`src/rtl/cpu_bus_pkg.sv`:
```
// Shared definitions for the CPU bus interface unit: strobe/status bit positions,
// response status codes and the handshake state encoding.
package cpu_bus_pkg;

   localparam int CTRL_RD  = 0;
   localparam int CTRL_WR  = 1;
   localparam int STAT_ACK = 0;
   localparam int STAT_ERR = 1;

   localparam logic [1:0] ERR_OK      = 2'b00;
   localparam logic [1:0] ERR_BUS     = 2'b01;
   localparam logic [1:0] ERR_TIMEOUT = 2'b10;

   typedef enum logic [1:0] {
      ST_IDLE    = 2'd0,
      ST_STROBE  = 2'd1,
      ST_RELEASE = 2'd2,
      ST_RESP    = 2'd3
   } bus_state_e;

endpackage

```
`src/rtl/cpu_bus_unit.sv`:
```
// Bus interface unit: runs one four-phase strobe/acknowledge transaction per CPU
// request and returns a single-cycle response with a status code.
//
// state      | meaning
// -----------+---------------------------------------------------------------
// ST_IDLE    | req_ready high, waiting for req_valid
// ST_STROBE  | RD or WR strobe held, waiting for ACK (bounded by TIMEOUT)
// ST_RELEASE | strobe dropped, waiting for ACK to return low (bounded)
// ST_RESP    | resp_valid pulse, back to IDLE next cycle
module cpu_bus_unit #(
   parameter int word_width = 32,
   parameter int TIMEOUT    = 16
) (
   input  logic                  clk,
   input  logic                  rst,
   input  logic                  req_valid,
   output logic                  req_ready,
   input  logic                  req_we,
   input  logic [word_width-1:0] req_addr,
   input  logic [word_width-1:0] req_wdata,
   output logic                  resp_valid,
   output logic [word_width-1:0] resp_rdata,
   output logic [1:0]            resp_err,
   output logic [word_width-1:0] mobo_ctrl,
   input  logic [word_width-1:0] mobo_stat,
   output logic [word_width-1:0] addr,
   output logic [word_width-1:0] data_out,
   input  logic [word_width-1:0] data_in
);
   import cpu_bus_pkg::*;

   localparam int                    CNT_W    = $clog2(TIMEOUT + 1);
   localparam logic [CNT_W-1:0]      CNT_LAST = CNT_W'(TIMEOUT - 1);
   localparam logic [CNT_W-1:0]      CNT_MAX  = CNT_W'(TIMEOUT);
   localparam logic [word_width-1:0] RD_MASK  = word_width'(1) << CTRL_RD;
   localparam logic [word_width-1:0] WR_MASK  = word_width'(1) << CTRL_WR;

   bus_state_e            r_state, w_state;
   logic [CNT_W-1:0]      r_cnt, w_cnt;
   logic                  r_we, w_we;
   logic                  r_req_ready, w_req_ready;
   logic                  r_resp_valid, w_resp_valid;
   logic [word_width-1:0] r_resp_rdata, w_resp_rdata;
   logic [1:0]            r_resp_err, w_resp_err;
   logic [word_width-1:0] r_mobo_ctrl, w_mobo_ctrl;
   logic [word_width-1:0] r_addr, w_addr;
   logic [word_width-1:0] r_data_out, w_data_out;

   logic w_ack;
   logic w_err;
   logic w_stat_unused;

   assign w_ack         = mobo_stat[STAT_ACK];
   assign w_err         = mobo_stat[STAT_ERR];
   assign w_stat_unused = ^mobo_stat[word_width-1:2];

   always_ff @(posedge clk) begin
      if (rst) begin
         r_state      <= ST_IDLE;
         r_cnt        <= '0;
         r_we         <= 1'b0;
         r_req_ready  <= 1'b0;
         r_resp_valid <= 1'b0;
         r_resp_rdata <= '0;
         r_resp_err   <= ERR_OK;
         r_mobo_ctrl  <= '0;
         r_addr       <= '0;
         r_data_out   <= '0;
      end else begin
         r_state      <= w_state;
         r_cnt        <= w_cnt;
         r_we         <= w_we;
         r_req_ready  <= w_req_ready;
         r_resp_valid <= w_resp_valid;
         r_resp_rdata <= w_resp_rdata;
         r_resp_err   <= w_resp_err;
         r_mobo_ctrl  <= w_mobo_ctrl;
         r_addr       <= w_addr;
         r_data_out   <= w_data_out;
      end
   end

   always_comb begin
      w_state      = r_state;
      w_cnt        = r_cnt;
      w_we         = r_we;
      w_resp_valid = 1'b0;
      w_resp_rdata = r_resp_rdata;
      w_resp_err   = r_resp_err;
      w_mobo_ctrl  = r_mobo_ctrl;
      w_addr       = r_addr;
      w_data_out   = r_data_out;

      case (r_state)
         ST_IDLE: begin
            if (req_valid) begin
               w_state      = ST_STROBE;
               w_we         = req_we;
               w_addr       = req_addr;
               w_data_out   = req_wdata;
               w_mobo_ctrl  = req_we ? WR_MASK : RD_MASK;
               w_cnt        = '0;
               w_resp_rdata = '0;
               w_resp_err   = ERR_OK;
            end
         end
         ST_STROBE: begin
            if (w_ack) begin
               w_state     = ST_RELEASE;
               w_mobo_ctrl = '0;
               w_cnt       = '0;
               w_resp_err  = w_err ? ERR_BUS : ERR_OK;
               if (!r_we && !w_err) begin
                  w_resp_rdata = data_in;
               end
            end else if (r_cnt == CNT_LAST) begin
               w_state      = ST_RESP;
               w_resp_valid = 1'b1;
               w_mobo_ctrl  = '0;
               w_resp_err   = ERR_TIMEOUT;
            end else if (r_cnt != CNT_MAX) begin
               w_cnt = r_cnt + CNT_W'(1);
            end
         end
         ST_RELEASE: begin
            if (!w_ack) begin
               w_state      = ST_RESP;
               w_resp_valid = 1'b1;
            end else if (r_cnt == CNT_LAST) begin
               // Read data captured on ACK is discarded: errored responses carry zero.
               w_state      = ST_RESP;
               w_resp_valid = 1'b1;
               w_resp_err   = ERR_TIMEOUT;
               w_resp_rdata = '0;
            end else if (r_cnt != CNT_MAX) begin
               w_cnt = r_cnt + CNT_W'(1);
            end
         end
         ST_RESP: begin
            w_state = ST_IDLE;
         end
         default: begin
            w_state = ST_IDLE;
         end
      endcase

      w_req_ready = (w_state == ST_IDLE);
   end

   assign req_ready  = r_req_ready;
   assign resp_valid = r_resp_valid;
   assign resp_rdata = r_resp_rdata;
   assign resp_err   = r_resp_err;
   assign mobo_ctrl  = r_mobo_ctrl;
   assign addr       = r_addr;
   assign data_out   = r_data_out;

endmodule

```
`config.mk`:
```
export PLATFORM = sky130hd
export DESIGN_NAME = cpu_bus_unit
export DESIGN_NICKNAME = d
export VERILOG_FILES = /design/src/rtl/cpu_bus_pkg.sv /design/src/rtl/cpu_bus_unit.sv
export SDC_FILE = /design/constraint.sdc
export NUM_CORES = 1
export LEC_CHECK = 0
export BUFFER_PORTS_ARGS = -buffer_cell sky130_fd_sc_hd__buf_2
export CORE_MARGIN = 4
export CORE_UTILIZATION = 39
export DETAILED_ROUTE_END_ITERATION = 8
export PLACE_DENSITY = 0.76
export REMOVE_ABC_BUFFERS = 1
export SYNTH_ARGS = -nofsm -noshare
export SYNTH_HDL_FRONTEND = slang
export SYNTH_SLANG_ARGS = --single-unit
```
`constraint.sdc`:
```
create_clock -name clk -period 2.3 [get_ports clk]
set_clock_uncertainty 0.15 [all_clocks]
set_input_delay 0.345 -clock clk [delete_from_list [all_inputs] [get_ports clk]]
set_output_delay 0.345 -clock clk [all_outputs]
set_load 0.02 [all_outputs]
```
==> flow_summary.ini <==
[clock_tree]
clk_latency_ps = 330
htreeDepth = 3
cts_buffer_depth = 2
cts-root-buf = clkbuf_16
path_clk_slew_ps = 70
hold_buffers = 0
cts_tree = built
cts.sinks = 110
cts_inserted_buffers = 9

[global_routing]
grt_max_degree = 65
grt_antenna_before_repair = 0
grt_pass1_vias = 4133
grt_overflow = 0
grt_pass1_wl_um = 18800
grt_use_total = 0.172

[route]
wl_um = 11800
via_count = 4345
ant_nets = 0
dr.pass1.iters = 5
drc = 0
drtIter0Drc = 290
vias_per_cell = 4.93
routedWlPerCell_um = 13.4

[synth]
ys_seq_area_frac = 0.497
synth-main-ff-cell = dfxtp_1
synth_cell_types = 39
ys_seq_elements = 110
synth_top_area_cell = dfxtp_1
synth.cell_area_um2 = 4430
synth_warnings = 0
async_reset_ff_frac = 0
synth.top_cell.area_share = 0.497
synthTopCellsByArea = dfxtp_1 (50%), nand2_1 (11%), a21oi_1 (11%)
syn_inst = 554
synth.most_common_cell = nand2_1
syn_avg_cell_area_um2 = 8.00
synthTopCellsByCount = nand2_1 (134), dfxtp_1 (110), a21oi_1 (100), clkbuf_1 (38)
synth-edff-count = 0

[setup_path]
cp.arrival_ps = 2230
cpMaxStageDelayCell = or4_1
critPathKind = register to register
reg2reg_from = r_cnt[1]
r2r-end = r_cnt[2]
ff2ff_setup_slack_ps = 180
crit_family = simple AND/OR/NAND/NOR gates
path_common_cell = ha_1
r2r_cells = 6
cp_max_fo = 10
crit_chain = ha_1, and3_1, ha_1, o221ai_1, or4_1, a31oi_1
cp.buffers_inverters = 0
slowest_delay_ps = 480
startpoint_type = register
end_kind = register
cp.required_ps = 2410

[worst_hold_path]
holdPathEnd = addr[21]
hp-class = input pin to register
min_from = req_addr[21]
hold_depth = 3

[place]
post-dp-hpwl_um = 8460
io_buffers = 203
globalplace.congestion = 0.790
pre_cts_slack_ps = 136

[floorplanning]
die_y_um = 115
die-area_um2 = 13100
ios = 264
die_w_um = 115
num_rows = 38
start_util = 0.404
coreArea_um2 = 11000

[run_status]
outcome = finished, final reports clean

[layout]
drive_gt1_frac = 0.324
area_delta_synth_final_pct = 31.0
postLayoutCoreUtil = 0.529
nets = 875
diodes = 0

[sta]
hold_ws_ps = 89.8
min_period_ps = 2120
fin_ws_ps = 175
period_share = 0.924
finalSetupTns_ps = 0
fmax_ghz = 0.471
hold_viol_final = 0
setup_violations = 0
rsz0062_at_grt = no
slew_violations = 0

[power]
leakagePower_nw = 2.67
ir_drop_mv = 0.572
p_per_area_nw_per_um2 = 883

[run]
drv_cap = 0
-- stage by stage --
step                cell area, um^2  cells  total power, mW
finish                         5810    881             5.13
CTS                            5800    881             5.20
floorplan                      4150    509             3.11
global route                   5810    881             5.44
global placement               5530    865             3.74
detailed placement             5530    865             3.76
-- what timing repair did --
item                                    in CTS  in global routing
resized for setup                            0                  1
buffers inserted                             0                  0
endpoints found under the setup margin       0                  4
-- final cells by class --
type	count	area [um^2]
Inverter	8	30.0
Fill cell	1117	5170
Clock inverter	7	47.5
Sequential cell	110	2200
Timing Repair Buffer	216	1190
Clock buffer	9	225
Multi-Input combinational cell	391	1940
Tap cell	140	175
-- cell families after synthesis --
| group | Yosys count | share of synthesized area |
|---|---|---|
| AO/OA/AOI/OAI | 149 | 0.176 |
| XOR/XNOR | 1 | 0.00198 |
| other | 1 | 0.000846 |
| flip-flops | 110 | 0.497 |
| adder cells (fa/ha/maj) | 7 | 0.0198 |
| multiplexers | 1 | 0.00226 |
| AND/OR/NAND/NOR | 203 | 0.207 |
| buffers and inverters | 82 | 0.0951 |
-- metal layers --
metal  part of all wire  track usage
met4              0.025       0.0570
met2               0.47        0.288
met5                  0            0
met3              0.090       0.0566
met1               0.41        0.208
-- how the worst max path moves through the flow --
stage | from | endpoint | cells past startpoint
4_1_cts | r_state[0] | r_cnt[1] | 7
3_3_place_gp | r_state[0] | resp_err[1] | 7
2_1_floorplan | r_state[0] | resp_err[0] | 6
6_report | r_cnt[1] | r_cnt[2] | 6
5_1_grt | r_cnt[1] | r_cnt[2] | 6
3_5_place_dp | r_state[0] | r_cnt[1] | 7
-- worst min-delay path, stage by stage --
cell	delay, ps
buf_2	100
nand2_1	40
a21oi_1	50
-- cell usage in the layout, fill, tap and decap left out, types with 2 or more instances in the layout --
master and count:
nor2b_1 2, nor3_1 3, inv_6 2, conb_1 30
buf_12 6, a32oi_1 2, inv_1 7, clkinvlp_4 2
clkinv_2 3, buf_4 8, nand3_1 3, nor3b_1 2
nand2b_1 3, ha_1 7, a21oi_1 100, o21ai_0 2
a211oi_1 2, or4_1 2, clkbuf_16 9, buf_2 202
nor2_1 11, nand2_1 133, or3_1 2, nand4_1 34
o21ai_1 33, dfxtp_1 110, a31oi_1 2
-- sequential cells by signal, indices dropped and copies added, names as in the netlist, 2 cells and up --
register,count
resp_rdata,32
r_state,2
r_cnt,5
mobo_ctrl,2
addr,32
data_out,32
resp_err,2
-- power breakdown --
group / total, mW / leakage (nW) / switching (mW) / internal [mW]
Clock: 1.42 / 0.132 / 0.686 / 0.737
Sequential: 2.19 / 0.899 / 0.0896 / 2.10
Combinational: 1.52 / 1.64 / 1.01 / 0.509
Total: 5.13 / 2.67 / 1.79 / 3.34
Note: power is estimated with default switching activity, not from simulation.
